## src/rtl/axis_read_seq_pkg.sv

```systemverilog
// -----------------------------------------------------------------------------
// axis_read_seq_pkg
//
// Shared definitions for the descriptor sequencer that programs the stream
// read engine (axis_read) over the configuration bus.
//
// Contents:
//   DEF_CONFIG_*  default cfg-bus constants. The engine uses the same values,
//                 so both blocks pick them up from this one place.
//   ST_*          bit positions of the one-hot sequencer states.
//   state_e       one-hot state encoding built from those bit positions.
// -----------------------------------------------------------------------------
package axis_read_seq_pkg;

   // Engine configuration bus constants
   localparam int unsigned DEF_CONFIG_ID     = 1;   // ID written to the select address
   localparam int unsigned DEF_CONFIG_ADDR   = 23;  // cfg address that selects the engine
   localparam int unsigned DEF_CONFIG_DATA   = 24;  // cfg address for engine data words
   localparam int unsigned DEF_CONFIG_AWIDTH = 5;
   localparam int unsigned DEF_CONFIG_DWIDTH = 32;

   // One-hot state bit positions
   localparam int unsigned ST_IDLE    = 0;
   localparam int unsigned ST_ID      = 1;
   localparam int unsigned ST_ADDR    = 2;
   localparam int unsigned ST_LEN     = 3;
   localparam int unsigned ST_RUN     = 4;
   localparam int unsigned ST_FIN     = 5;
   localparam int unsigned NUM_STATES = 6;

   typedef enum logic [NUM_STATES-1:0] {
      IDLE   = NUM_STATES'(1) << ST_IDLE,
      S_ID   = NUM_STATES'(1) << ST_ID,
      S_ADDR = NUM_STATES'(1) << ST_ADDR,
      S_LEN  = NUM_STATES'(1) << ST_LEN,
      RUN    = NUM_STATES'(1) << ST_RUN,
      FIN    = NUM_STATES'(1) << ST_FIN
   } state_e;

endpackage

```

## src/rtl/axis_read_seq.sv

```systemverilog
// -----------------------------------------------------------------------------
// axis_read_seq
//
// Descriptor sequencer placed in front of the stream read engine. Accepts a
// (start address, length) descriptor, writes the engine's three-word config
// sequence (ID, address, length) on the shared cfg bus, then counts the
// engine's output beats until the transfer is complete. A new descriptor is
// only taken once the previous transfer has finished, so the engine is never
// reconfigured mid-transfer.
//
// Ports:
//   clk          clock, all logic on posedge
//   rst          asynchronous reset, active low
//   desc_addr    descriptor start byte address
//   desc_len     descriptor length in stream words (0 = empty transfer)
//   desc_valid   descriptor offered
//   desc_ready   descriptor accepted when high together with desc_valid
//   cfg_addr     cfg bus address   (0 when cfg_valid is low)
//   cfg_data     cfg bus data      (0 when cfg_valid is low)
//   cfg_valid    cfg word strobe, one word per cycle, no backpressure
//   mon_valid    tap of the engine output valid
//   mon_ready    tap of the downstream ready into the engine
//   busy         high from acceptance until done
//   done         one-cycle completion pulse
//   beat_cnt     beats counted in the current transfer
//   overrun      sticky flag: a beat was seen while no transfer was running
// -----------------------------------------------------------------------------
module axis_read_seq
   import axis_read_seq_pkg::*;
#(
   parameter int unsigned CONFIG_ID     = DEF_CONFIG_ID,
   parameter int unsigned CONFIG_ADDR   = DEF_CONFIG_ADDR,
   parameter int unsigned CONFIG_DATA   = DEF_CONFIG_DATA,
   parameter int unsigned CONFIG_AWIDTH = DEF_CONFIG_AWIDTH,
   parameter int unsigned CONFIG_DWIDTH = DEF_CONFIG_DWIDTH
) (
   input  logic                     clk,
   input  logic                     rst,
   input  logic [CONFIG_DWIDTH-1:0] desc_addr,
   input  logic [CONFIG_DWIDTH-1:0] desc_len,
   input  logic                     desc_valid,
   output logic                     desc_ready,
   output logic [CONFIG_AWIDTH-1:0] cfg_addr,
   output logic [CONFIG_DWIDTH-1:0] cfg_data,
   output logic                     cfg_valid,
   input  logic                     mon_valid,
   input  logic                     mon_ready,
   output logic                     busy,
   output logic                     done,
   output logic [CONFIG_DWIDTH-1:0] beat_cnt,
   output logic                     overrun
);

   localparam logic [CONFIG_AWIDTH-1:0] SEL_ADDR  = CONFIG_AWIDTH'(CONFIG_ADDR);
   localparam logic [CONFIG_AWIDTH-1:0] DATA_ADDR = CONFIG_AWIDTH'(CONFIG_DATA);
   localparam logic [CONFIG_DWIDTH-1:0] ID_WORD   = CONFIG_DWIDTH'(CONFIG_ID);

   state_e                     state_q,      state_d;
   logic [CONFIG_DWIDTH-1:0]   addr_q,       addr_d;
   logic [CONFIG_DWIDTH-1:0]   len_q,        len_d;
   logic [CONFIG_DWIDTH-1:0]   cnt_q,        cnt_d;
   logic                       overrun_q,    overrun_d;
   logic                       desc_ready_q, desc_ready_d;
   logic                       busy_q,       busy_d;
   logic                       done_q,       done_d;
   logic                       cfg_valid_q,  cfg_valid_d;
   logic [CONFIG_AWIDTH-1:0]   cfg_addr_q,   cfg_addr_d;
   logic [CONFIG_DWIDTH-1:0]   cfg_data_q,   cfg_data_d;

   logic                       beat_hs;
   logic [CONFIG_DWIDTH-1:0]   cnt_inc;

   // Next-state and next-output logic
   always_comb begin
      beat_hs   = mon_valid & mon_ready;
      cnt_inc   = cnt_q + 1'b1;
      state_d   = state_q;
      addr_d    = addr_q;
      len_d     = len_q;
      cnt_d     = cnt_q;
      // Beats are only expected in RUN. The FIN cycle is tolerated because
      // the engine may still present a trailing handshake while we retire.
      overrun_d = overrun_q | (beat_hs & (state_q != RUN) & (state_q != FIN));

      case (state_q)
         IDLE: begin
            // desc_ready_q gates acceptance so nothing is taken in the first
            // cycle after reset release.
            if (desc_valid && desc_ready_q) begin
               addr_d  = desc_addr;
               len_d   = desc_len;
               cnt_d   = '0;
               state_d = (desc_len == '0) ? FIN : S_ID;
            end
         end
         S_ID:   state_d = S_ADDR;
         S_ADDR: state_d = S_LEN;
         S_LEN:  state_d = RUN;
         RUN: begin
            if (beat_hs) begin
               cnt_d = cnt_inc;
               // Equality termination: no wrap, max length 2^DWIDTH-1.
               if (cnt_inc == len_q) begin
                  state_d = FIN;
               end
            end
         end
         FIN:     state_d = IDLE;
         default: state_d = IDLE;
      endcase

      // Outputs are registered from the upcoming state so each state's cfg
      // word is on the bus for exactly the cycle the FSM sits in it.
      desc_ready_d = (state_d == IDLE);
      busy_d       = (state_d != IDLE);
      done_d       = (state_d == FIN);
      cfg_valid_d  = 1'b0;
      cfg_addr_d   = '0;
      cfg_data_d   = '0;
      case (state_d)
         S_ID: begin
            cfg_valid_d = 1'b1;
            cfg_addr_d  = SEL_ADDR;
            cfg_data_d  = ID_WORD;
         end
         // The engine shifts data words in: address first, length second.
         S_ADDR: begin
            cfg_valid_d = 1'b1;
            cfg_addr_d  = DATA_ADDR;
            cfg_data_d  = addr_d;
         end
         S_LEN: begin
            cfg_valid_d = 1'b1;
            cfg_addr_d  = DATA_ADDR;
            cfg_data_d  = len_d;
         end
         default: ;
      endcase
   end

   always_ff @(posedge clk or negedge rst) begin
      if (!rst) begin
         state_q      <= IDLE;
         addr_q       <= '0;
         len_q        <= '0;
         cnt_q        <= '0;
         overrun_q    <= 1'b0;
         desc_ready_q <= 1'b0;
         busy_q       <= 1'b0;
         done_q       <= 1'b0;
         cfg_valid_q  <= 1'b0;
         cfg_addr_q   <= '0;
         cfg_data_q   <= '0;
      end else begin
         state_q      <= state_d;
         addr_q       <= addr_d;
         len_q        <= len_d;
         cnt_q        <= cnt_d;
         overrun_q    <= overrun_d;
         desc_ready_q <= desc_ready_d;
         busy_q       <= busy_d;
         done_q       <= done_d;
         cfg_valid_q  <= cfg_valid_d;
         cfg_addr_q   <= cfg_addr_d;
         cfg_data_q   <= cfg_data_d;
      end
   end

   assign desc_ready = desc_ready_q;
   assign busy       = busy_q;
   assign done       = done_q;
   assign cfg_valid  = cfg_valid_q;
   assign cfg_addr   = cfg_addr_q;
   assign cfg_data   = cfg_data_q;
   assign beat_cnt   = cnt_q;
   assign overrun    = overrun_q;

endmodule

```

## config.mk

```make
export PLATFORM = sky130hd
export DESIGN_NAME = axis_read_seq
export DESIGN_NICKNAME = d
export VERILOG_FILES = /design/src/rtl/axis_read_seq_pkg.sv /design/src/rtl/axis_read_seq.sv
export SDC_FILE = /design/constraint.sdc
export NUM_CORES = 1
export LEC_CHECK = 0
export CORE_MARGIN = 1
export CORE_UTILIZATION = 38
export DETAILED_ROUTE_END_ITERATION = 10
export PLACE_DENSITY = 0.66
export REMOVE_ABC_BUFFERS = 1
export SYNTH_ARGS = -nofsm -noshare
export SYNTH_HDL_FRONTEND = slang
export SYNTH_SLANG_ARGS = --single-unit
```

## constraint.sdc

```tcl
create_clock -name clk -period 4.8 [get_ports clk]
set_input_delay 0.96 -clock clk [delete_from_list [all_inputs] [get_ports clk]]
set_output_delay 0.96 -clock clk [all_outputs]
set_load 0.01 [all_outputs]
```

# --- Yosys cells after proc, flatten, opt, wreduce, memory -nomap -nowiden ---
# Index checks and enable logic that the tools add are counted.
classes:
  add_sub_neg: 1
  eq_ne: 16
  mux: 15
  bitwise: 4
  n_reduce_logical: 6
op_table:
  columns: ["operator", "n"]
  rows:
  - ["32-bit 2-to-1 mux", 6]
  - ["32-bit one-hot mux with 3 select lines", 1]
  - ["32-bit one-hot mux with 2 select lines", 1]
  - ["32-bit by 1-bit adder with 32-bit output, second input constant", 1]
  - ["32-bit equality test", 1]
  - ["32-bit zero test", 1]
  - ["6-bit one-hot mux with 5 select lines", 1]
  - ["6-bit 2-to-1 mux", 4]
  - ["6-bit by 1-bit equality test with 1-bit output, second input constant", 2]
  - ["6-bit by 2-bit equality test with 1-bit output, second input constant", 2]
  - ["6-bit by 3-bit equality test with 1-bit output, second input constant", 2]
  - ["6-bit by 4-bit equality test with 1-bit output, second input constant", 2]
  - ["5-bit one-hot mux with 2 select lines", 1]
  - ["6-bit by 5-bit equality test with 1-bit output, second input constant", 1]
  - ["6-bit equality test, second input constant", 1]
  - ["6-bit by 1-bit != test with 1-bit output, second input constant", 1]
  - ["6-bit by 5-bit != test with 1-bit output, second input constant", 1]
  - ["6-bit != test, second input constant", 1]
  - ["2-bit != test, second input constant", 2]
  - ["1-bit bitwise AND", 3]
  - ["3-bit AND reduction", 1]
  - ["3-bit OR reduction", 1]
  - ["2-bit nonzero test", 1]
  - ["2-bit OR reduction", 1]
  - ["other kinds (3)", 3]
word_totals:
  regBits: 144
  word_cells: 53

# --- Logic depth before layout (Yosys ltp) ---
logic_depth:
  depth_word: 8
  ltp_mapped: 10

# --- Worst setup path after synthesis ---
# Ideal clock, no wire load.
synth_path:
  kind: "flip-flop to flip-flop"
  startpoint: "register cnt_q[0], in the netlist beat_cnt[0]"
  endpoint: "register done_q, in the netlist done"
  arrival_ns: 3.019
  required_time_ns: 4.722
  setup_slack_ns: 1.703
  path_stages_with_launch: 10
  n_path_buf: 1
  period_less_slack_ns: 3.097
  path_cell_list: "dfrtp_1 ha_1 and3_1 clkbuf_1 nand2_1 nor4_1 o21ai_0 or4b_1 or4_4 a21oi_1"
synth_between:
  elab_chain_cells: 6
synth_lines:
  columns: ["element", "line_no", "rtl"]
  rows:
  - ["start: declaration", "axis_read_seq.sv:61", "logic [CONFIG_DWIDTH-1:0] cnt_q, cnt_d;"]
  - ["start signal: assignment", "axis_read_seq.sv:158", "cnt_q <= cnt_d;"]
  - ["32-bit by 1-bit adder with 32-bit output", "axis_read_seq.sv:76", "cnt_inc = cnt_q + 1'b1;"]
  - ["32-bit equality test", "axis_read_seq.sv:103", "if (cnt_inc == len_q) begin"]
  - ["6-bit 2-to-1 mux", "axis_read_seq.sv:103", null]
  - ["6-bit 2-to-1 mux", "axis_read_seq.sv:100", "if (beat_hs) begin"]
  - ["6-bit one-hot mux with 5 select lines", "axis_read_seq.sv:85", "case (state_q)"]
  - ["6-bit equality test", "axis_read_seq.sv:116", "done_d = (state_d == FIN);"]
  - ["via done_d", "axis_read_seq.sv:65", "logic done_q, done_d;"]
  - ["end signal: assignment", "axis_read_seq.sv:162", "done_q <= done_d;"]
  - ["end: declaration", "axis_read_seq.sv:65", null]
# The timed path passes the listed nets, and every way through them passes these cells.
# A chain may end at the register's enable or synchronous reset.

# --- Worst setup path after layout ---
layout_path:
  startpoint: "register cnt_q[2], in the netlist beat_cnt[2]"
  endpoint: "register done_q, in the netlist done"
# Same word-level chain as after synthesis.

==> flow_metrics.tcl <==
set metrics [dict create \
    cp_max_fo 12 \
    antennaDiodeCount 0 \
    layout_commonest_cell "clkdlybuf4s50_1" \
    grt_overflow 0 \
    grt_setup_unrepaired "no" \
    post-cts-setup-buffer-count 0 \
    worst_slew_pin_slew_ns 1.058 \
    synthMuxAreaShare 0.1064 \
    synth_compound_area_frac 0.1311 \
    slowest_stage "or4b_1" \
    arrival_ns 3.84 \
    hold_class "flop to flop" \
    cts_sinks 141 \
    yosysTopAreaCell "dfrtp_1" \
    fp-row-count 49 \
    crit_family "simple AND/OR/NAND/NOR gates" \
    avgSynthCellArea_um2 11.05 \
    io_pins 143 \
    via_count 5523 \
    syn2layout_area_growth_pct 30.57 \
    synthTopCellsByArea "dfrtp_1 50%, mux2_2 10%, a22o_1 4.0%" \
    syn_area_um2 6974 \
    synthAdderAreaFrac 0.003229 \
    place_area_um2 8469 \
    port_buffers 142 \
    slew_headroom 0.2944 \
    drtAntennaViolNets 0 \
    ir_drop_uv 268.0 \
    cp_cell_sequence "nand4_2 > or3_4 > or4_4 > nand2_1 > o211ai_1 > or4b_1 > or4_4 > a21oi_1" \
    seq_power_share 0.389 \
    cts_resized 0 \
    p_comb_frac 0.296 \
    path_class "flop to flop" \
    grt_use_total 0.2216 \
    grt_pass1_vias 5373 \
    tns_ns 0 \
    synth-edff-count 0 \
    fin_crit_sh 0.7311 \
    ctsRootBufferMaster "clkbuf_16" \
    die_x_um 137.5 \
    cts_tree "built" \
    antenna_found_initial 0 \
    wl_per_cell_um 19.92 \
    drtIter0Drc 352 \
    critPathMaxStageDelay_ns 0.58 \
    clk_pin_slew_ns 0.06 \
    grt_pass1_wl_um 30780 \
    crit_top_cell "or4_4" \
    cp-end-kind "flop" \
    max_freq_mhz 284.9 \
    start_kind "flop" \
    p_clk_frac 0.314 \
    mostFrequentLayoutCells "141 x clkdlybuf4s50_1, 140 x dfrtp_1, 65 x mux2_2" \
    start_util 0.3882 \
    layout.nets 825 \
    synthXorXnorAreaFrac 0.05400 \
    fin_crit_ns 3.509 \
    synth-main-ff-cell "dfrtp_1" \
    clk_latency_ns 0.42 \
    postCtsHoldBufs 0 \
    netlist.area_leader.share 0.5023 \
    power_uw 4485 \
    die-area_um2 18900 \
    switching_share 0.2971 \
    cp.required_ns 5.14 \
    numCtsBuffers 17 \
    dr.pass1.iters 4 \
    p_int_uw 3152 \
    place_congestion 0.9117 \
    power_leakage_uw 0.003773 \
    dp_hpwl_um 14230 \
    netlist-cell-type-count 67 \
    stdcell_area_um2 9106 \
    htreeDepth 4 \
    finalSetupViolCount 0 \
    status "complete, no violations" \
    routed_via_density 5.540 \
    wirelength_um 19860 \
    die_y_um 137.5 \
    grt_max_degree 69 \
    ys_warn_count 0 \
    synth_top_family_by_area "simple AND/OR/NAND/NOR gates" \
    maxCapViolations 0 \
    finalClockSkew_ns 0.01169 \
    p_switching_uw 1333 \
    p_per_area_nw_per_um2 492.5 \
    syn_inst 631 \
    maxSlewViolCount 0 \
    drc 0 \
    cts_max_path_buffers 2 \
    hold_viol_final 0 \
    ys_seq_area_frac 0.5061 \
    synth-async-reset-ratio 1.000 \
    fill_cells 1603 \
    path_buf_inv 0 \
    ys_seq_elements 141 \
    yosys.area_share.simple 0.1564 \
    drive_gt1_frac 0.1680 \
    fp.coreArea_um2 17960 \
]
[path summary, 6_finish.rpt]
path | startpoint | end | slack (ns) | cells after the start
max | beat_cnt[2]$_DFFE_PN0P_ | done$_DFF_PN0_ | 1.29 | 8
min | overrun$_DFF_PN0_ | overrun$_DFF_PN0_ | 0.47 | 1
max reg2reg | beat_cnt[2]$_DFFE_PN0P_ | done$_DFF_PN0_ | 1.29 | 8
min reg2reg | overrun$_DFF_PN0_ | overrun$_DFF_PN0_ | 0.47 | 1
max in group asynchronous | rst | len_q[13]$_DFF_PN0_ | 3.29 | 2
min in group asynchronous | rst | cfg_data[7]$_DFF_PN0_ | 0.54 | 1
[cells by family after synthesis]
family / after synthesis
adders and majority gates: 2
and+or+nand+nor: 195
buffers and inverters: 51
xor gates and xnor gates: 43
DFF: 141
muxes: 66
AOI/OAI and AO/OA: 133
[layer usage]
layer / GRT usage / routed length [µm]
met1: 0.3094 / 9094
met2: 0.3358 / 9216
met3: 0.05556 / 1234
met5: 0 / 0
met4: 0.06899 / 318
[cell usage after synthesis (all sizes together), types with 11 or more instances]
cell	count
nand4	16
a22o	32
buf	15
nand2	41
nor2	43
o31ai	13
a21oi	13
xor2	21
and3	11
nand3	19
dfrtp	140
nor4	16
mux2	65
o21ai	48
xnor2	22
clkbuf	28
[through the flow]
| stage | util | instances | hold slack [ns] | setup WS [ns] |
|---|---|---|---|---|
| 3_5_place_dp | 0.4715 | 965 | 0.4598 | 1.177 |
| 6_report | 0.5069 | 997 | 0.4665 | 1.291 |
| 5_1_grt | 0.5069 | 997 | 0.4784 | 1.097 |
| 2_1_floorplan | - | 586 | 0.4715 | 1.303 |
| 3_3_place_gp | 0.4715 | 965 | 0.4531 | 1.241 |
| 4_1_cts | 0.5069 | 997 | 0.4737 | 1.325 |
[final cells by class]
type	count	area, µm²	area share
flip-flops and latches	141	3530	0.3876
multi-input cells	439	3148	0.3457
repair buffers	150	1483	0.1628
clock buffers	22	474.2	0.05207
well taps	229	286.5	0.03146
clock inverters	10	162.7	0.01786
inverters	6	22.52	0.002473
[flip-flops by register name, indices dropped and copies added, names as in the netlist, 3 cells and up]
register and count:
addr_q 32, beat_cnt 32, cfg_data 32, state_q 6
len_q 32, cfg_addr 3
[power by group through the flow]
stage / logic (µW) / clock network, µW / registers (µW)
after global placement: 1310 / 0 / 1760
after detailed placement: 1340 / 0 / 1770
final: 1330 / 1410 / 1750
after floorplan: 859 / 0 / 1720
after global routing: 1460 / 1500 / 1790
after CTS: 1340 / 1440 / 1750
Note: power is estimated with default switching activity, not from simulation.
